File: src/rtl/acionamento_motor_janela_pkg.sv
// Shared encodings for the window motor driver: FSM states and pending travel direction.
package pkg_janela;

  typedef enum logic [2:0] {
    ST_PARADO   = 3'd0,
    ST_ESPERA   = 3'd1,
    ST_ABRINDO  = 3'd2,
    ST_FECHANDO = 3'd3,
    ST_FALHA    = 3'd4
  } estado_t;

  typedef enum logic {
    DIR_ABRE  = 1'b0,
    DIR_FECHA = 1'b1
  } dir_t;

endpackage

File: src/rtl/acionamento_motor_janela_contador_ciclos.sv
// Cycle counter shared by the dead-time wait and the travel timeout; clear beats increment.
module contador_ciclos #(
  parameter int unsigned CW = 16
) (
  input  logic          clk,
  input  logic          rst,
  input  logic          clr,
  input  logic          inc,
  output logic [CW-1:0] count
);

  logic [CW-1:0] count_q, count_d;

  always_comb begin
    count_d = count_q;
    if (clr) begin
      count_d = '0;
    end else if (inc) begin
      count_d = count_q + CW'(1);
    end
  end

  always_ff @(posedge clk or posedge rst) begin
    if (rst) begin
      count_q <= '0;
    end else begin
      count_q <= count_d;
    end
  end

  assign count = count_q;

endmodule

File: src/rtl/acionamento_motor_janela.sv
// Window motor driver: Moore FSM with dead-time before every start/reversal,
// limit-switch stop, travel timeout and contradictory-sensor fault latch.
module acionamento_motor_janela
  import pkg_janela::*;
#(
  parameter int unsigned DEADTIME = 4,
  parameter int unsigned TIMEOUT  = 1000,
  parameter int unsigned CW       = 16
) (
  input  logic CLK,
  input  logic RST,
  input  logic ABRIR,
  input  logic FECHAR,
  input  logic A,
  input  logic F,
  input  logic LIMPA_FALHA,
  output logic MOTOR_ABRE,
  output logic MOTOR_FECHA,
  output logic OCUPADO,
  output logic FALHA
);

  localparam logic [CW-1:0] DT_ULTIMO = CW'(DEADTIME - 1);
  localparam logic [CW-1:0] TO_ULTIMO = CW'(TIMEOUT - 1);

  estado_t       state_q, state_d;
  dir_t          dir_q, dir_d;
  dir_t          dir_pedida;
  logic          reinicia;
  logic          cnt_clr, cnt_inc;
  logic [CW-1:0] cnt;

  contador_ciclos #(.CW(CW)) u_contador (
    .clk   (CLK),
    .rst   (RST),
    .clr   (cnt_clr),
    .inc   (cnt_inc),
    .count (cnt)
  );

  // Close wins when both requests are present (rain-safe direction).
  assign dir_pedida = FECHAR ? DIR_FECHA : DIR_ABRE;

  always_comb begin
    state_d  = state_q;
    dir_d    = dir_q;
    cnt_inc  = 1'b0;
    reinicia = 1'b0;
    if (A && F && state_q != ST_FALHA) begin
      state_d = ST_FALHA;
    end else begin
      case (state_q)
        ST_PARADO: begin
          if (FECHAR && !F) begin
            state_d = ST_ESPERA;
            dir_d   = DIR_FECHA;
          end else if (ABRIR && !A) begin
            state_d = ST_ESPERA;
            dir_d   = DIR_ABRE;
          end
        end
        ST_ESPERA: begin
          if (!ABRIR && !FECHAR) begin
            state_d = ST_PARADO;
          end else if ((dir_pedida == DIR_FECHA) ? F : A) begin
            state_d = ST_PARADO;
          end else if (dir_pedida != dir_q) begin
            dir_d    = dir_pedida;
            reinicia = 1'b1;
          end else if (cnt == DT_ULTIMO) begin
            state_d = (dir_q == DIR_ABRE) ? ST_ABRINDO : ST_FECHANDO;
          end else begin
            cnt_inc = 1'b1;
          end
        end
        ST_ABRINDO: begin
          if (A) begin
            state_d = ST_PARADO;
          end else if (FECHAR) begin
            state_d = ST_ESPERA;
            dir_d   = DIR_FECHA;
          end else if (!ABRIR) begin
            state_d = ST_PARADO;
          end else if (cnt == TO_ULTIMO) begin
            state_d = ST_FALHA;
          end else begin
            cnt_inc = 1'b1;
          end
        end
        ST_FECHANDO: begin
          if (F) begin
            state_d = ST_PARADO;
          end else if (ABRIR && !FECHAR) begin
            state_d = ST_ESPERA;
            dir_d   = DIR_ABRE;
          end else if (!FECHAR) begin
            state_d = ST_PARADO;
          end else if (cnt == TO_ULTIMO) begin
            state_d = ST_FALHA;
          end else begin
            cnt_inc = 1'b1;
          end
        end
        ST_FALHA: begin
          if (LIMPA_FALHA && !(A && F)) begin
            state_d = ST_PARADO;
          end
        end
        default: state_d = ST_PARADO;
      endcase
    end
    // Every state entry, and a direction flip inside ESPERA, restarts the count.
    cnt_clr = reinicia || (state_d != state_q);
  end

  always_ff @(posedge CLK or posedge RST) begin
    if (RST) begin
      state_q <= ST_PARADO;
      dir_q   <= DIR_ABRE;
    end else begin
      state_q <= state_d;
      dir_q   <= dir_d;
    end
  end

  assign MOTOR_ABRE  = (state_q == ST_ABRINDO);
  assign MOTOR_FECHA = (state_q == ST_FECHANDO);
  assign OCUPADO     = (state_q == ST_ESPERA) || (state_q == ST_ABRINDO) ||
                       (state_q == ST_FECHANDO);
  assign FALHA       = (state_q == ST_FALHA);

endmodule

File: config.mk
export PLATFORM = sky130hd
export DESIGN_NAME = acionamento_motor_janela
export DESIGN_NICKNAME = d
export VERILOG_FILES = /design/src/rtl/acionamento_motor_janela_pkg.sv /design/src/rtl/acionamento_motor_janela_contador_ciclos.sv /design/src/rtl/acionamento_motor_janela.sv
export SDC_FILE = /design/constraint.sdc
export NUM_CORES = 1
export LEC_CHECK = 0
export BUFFER_PORTS_ARGS = -buffer_cell sky130_fd_sc_hd__buf_2
export CORE_MARGIN = 2
export CORE_UTILIZATION = 45
export DETAILED_ROUTE_END_ITERATION = 8
export GPL_TIMING_DRIVEN = 0
export MAX_ROUTING_LAYER = met4
export PLACE_DENSITY = 0.65
export SYNTH_ARGS = -nofsm -noshare
export SYNTH_HDL_FRONTEND = slang
export SYNTH_SLANG_ARGS = --single-unit
File: constraint.sdc
create_clock -name CLK -period 5 [get_ports CLK]
set_input_delay 0.5 -clock CLK [delete_from_list [all_inputs] [get_ports CLK]]
set_output_delay 0.5 -clock CLK [all_outputs]
set_load 0.05 [all_outputs]
==> summary.md <==
| Metric | Value |
|---|---|
| Worst Tran Pin Value | `0.765 ns` |
| Synth Warn # | `0` |
| DP HPWL | `2.47 mm` |
| WL/cell | `14.5 µm` |
| H-tree depth | `1` |
| Clock transition at path regs | `0.11 ns` |
| Max rail drop VDD | `153 µV` |
| Worst Path Max Fanout | `10` |
| IO Count | `11` |
| Post-synthesis async set-or-reset flop share | `100%` |
| Placement row count | `20` |
| Setup crit end kind | `flip-flop` |
| Via density | `5.91` |
| Fmax | `0.343 GHz` |
| Final Max Tran Viols | `0` |
| Worst Skew | `about 0.0087 ns` |
| Startpoint types | `flip-flop` |
| Pwr/cell area | `222 nW/µm²` |
| Post-CTS Setup Bufs | `0` |
| DR vias | `1359` |
| Routability-driven placement congestion ratio | `about 0.87` |
| TritonCTS clock tree | `built` |
| Share of post-route cells with drive strength above 1 | `11.3%` |
| Post-synthesis sequential area ratio | `34.5%` |
| Crit path kind | `reg2reg` |
| DRC Markers | `0` |
| DRT antenna net count | `0` |
| DP Area | `1560 µm²` |
| Area of the core | `about 3000 µm²` |
| Dominant cell type by area after synthesis | `dfrtp_1` |
| Post_cts resized | `0` |
| Total Wirelength | `~3.3 mm` |
| Synth Net Count | `around 180` |
| Hold crit path type | `in2async` |
| Synthesized area | `1450 µm²` |
| Outcome | `finished, final reports clean` |
| Leak | `roughly 0.65 nW` |
| IO buf count | `10` |
| Max_cap viols | `0` |
| Die width | `60.8 µm` |
| Top cell type's share of synthesized area | `34.5%` |
| Initial DRC count | `99` |
| Clk Latency, worst-skew pair | `~0.30 ns` |
| Setup TNS | `0 ns` |
| Synth Flop Type | `dfrtp_1` |
| Max clock buf depth | `2` |
| Initial antenna violation count | `0` |
| Critical Path RT | `around 5.2 ns` |
| Total global-route track usage | `between 20 and 25%` |
| Post-synth EDFFs | `0` |
| Setup Viol. Count Final | `0` |
| Final Critical Period | `2.91 ns` |
| Die Height | `60.8 µm` |
| Fin crit share | `between 50% and 60%` |
| Final Hold Viols | `0` |
| Arr. time, crit path | `approximately 3.1 ns` |
| Num CTS Buffers | `3` |
| Filler cells | `about 320` |
| RSZ-0062 raised after global routing | `no` |
| Pin count of the biggest net entering global routing | `21` |
| Grt total ovfl | `0` |
| Layout area overhead | `8.79%` |
| Hold Buf Count CTS | `0` |
| Die area | `3700 µm²` |
| Ranking of synthesized cells by area | `dfrtp_1 (34%), nor2_1 (6.5%), xor2_1 (5.4%)` |
| Initial Util | `47.5%` |
| Clk sinks | `20` |
| Post-synth cell types | `46` |
| Clk root buf | `clkbuf_4` |
| DRT Pass-1 Iters | `4` |
| Syn avg cell area | `8.39 µm²` |
| Design area | `1580 µm²` |
| Post-Synthesis Cells | `173` |
| Diodes inserted | `0` |
| Relative slew slack | `49.0%` |
| Final Net Count | `196` |
| Vias in the first global route | `around 1300` |
| Seq cells post-synth | `20` |
| First-pass GRT wire length | `5.80 mm` |
## worst max-delay path, cell delays in order (launching register included)
cell	delay, ns
dfrtp_1	0.39
ha_1	0.19
or4b_1	0.47
or4_4	0.58
mux2i_1	0.15
a221oi_1	0.40
mux2_4	0.40
buf_6	0.16
nor2_1	0.10
## power by group
group | total, mW | internal [mW] | switching, mW
Clock | 0.0745 | 0.0281 | 0.0465
Combinational | 0.0990 | 0.0377 | 0.0613
Sequential | 0.178 | 0.168 | 0.00996
## path summary, 6_finish.rpt
check	endpoint	startpoint	slack (ns)	depth (start not counted)
min in group CLK	state_q[2]	LIMPA_FALHA	0.51	4
max in group asynchronous	dir_q	RST	4.20	2
worst max register to register	u_contador.count[1]	u_contador.count[0]	2.09	8
worst max-delay path	u_contador.count[1]	u_contador.count[0]	2.09	8
worst min register to register	u_contador.count[1]	u_contador.count[1]	0.57	2
worst min-delay path	u_contador.count[5]	RST	0.32	2
## registers in the layout, indices dropped and copies added (netlist names)
| name | flops |
|---|---|
| dir_q | 1 |
| state_q | 3 |
| u_contador.count | 16 |
## placed cells by master, fill, tap and decap left out, drive strengths merged, types with 3 or more instances in the layout
cell type | synthesis | layout
inv | 5 | 5
or3 | 6 | 6
o211ai | 9 | 9
nand3 | 6 | 6
nand2 | 6 | 6
nor3 | 3 | 3
o2111ai | 3 | 3
and2 | 5 | 5
dfrtp | 20 | 20
or4 | 3 | 3
nor3b | 3 | 3
nor2b | 4 | 4
clkbuf | 7 | 10
xor2 | 9 | 9
buf | 2 | 12
o21ai | 14 | 14
a21oi | 7 | 7
nor2 | 25 | 25
mux2i | 3 | 3
## cell usage after synthesis, drive strengths merged, types with 2 or more instances
cell	count
xor2	9
o2111ai	3
nor3	3
a211o	2
buf	2
or3	6
clkbuf	7
and2	5
xnor2	2
mux2i	3
a21oi	7
dfrtp	20
nor2	25
nor3b	3
or4	3
nand4	2
nand3	6
o21ai	14
mux2	2
a2111oi	2
o21a	2
a221oi	2
nand2	6
nor2b	4
inv	5
or3b	2
or4b	2
o211ai	9
## per-layer routing
layer | routed length (µm) | up-vias | share of wire [%] | GRT usage [%]
li1 | - | 667 | - | -
met1 | 1600 | 671 | 48 | 27.5
met2 | 1630 | 17 | 49 | 35.2
met3 | 76 | 4 | 2.3 | 3.20
met4 | 29 | 0 | 0.87 | 6.21
met5 | 0 | - | 0 | -
## per-stage QoR
step / cells / util [%] / power (mW) / worst slack, ns / hold WS [ns]
after global routing: 230 / 51.7 / 0.375 / 1.92 / 0.368
after detailed placement: 227 / 51.0 / 0.279 / 2.11 / 0.558
after global placement: 227 / 51.0 / 0.276 / 2.11 / 0.525
after CTS: 230 / 51.7 / 0.355 / 2.07 / 0.341
after floorplan: 173 / - / 0.253 / 2.34 / 0.464
final: 230 / 51.7 / 0.351 / 2.09 / 0.318
## cell families (layout without fill, tap and decap cells)
group | Yosys count | in the layout | share of synthesized area (%)
AND/OR/NAND/NOR | 74 | 74 | 27.8
buffers and inverters | 15 | 28 | 4.48
XOR/XNOR | 11 | 11 | 6.64
AO/OA/AOI/OAI | 47 | 47 | 21.8
flip-flops | 20 | 20 | 34.5
multiplexers | 5 | 5 | 3.88
adder cells (fa/ha/maj) | 1 | 1 | 0.862
## layout make-up
| class | count | area, µm² | area share (%) |
|---|---|---|---|
| plain buffers | 9 | 42.5 | 2.69 |
| inverters | 6 | 22.5 | 1.43 |
| multi-input cells | 138 | 886 | 56.1 |
| flip-flops and latches | 20 | 500 | 31.7 |
| clock buffers | 3 | 22.5 | 1.43 |
| well taps | 44 | 55.1 | 3.49 |
| repair buffers | 10 | 50.0 | 3.17 |
Note: power is estimated with default switching activity, not from simulation.
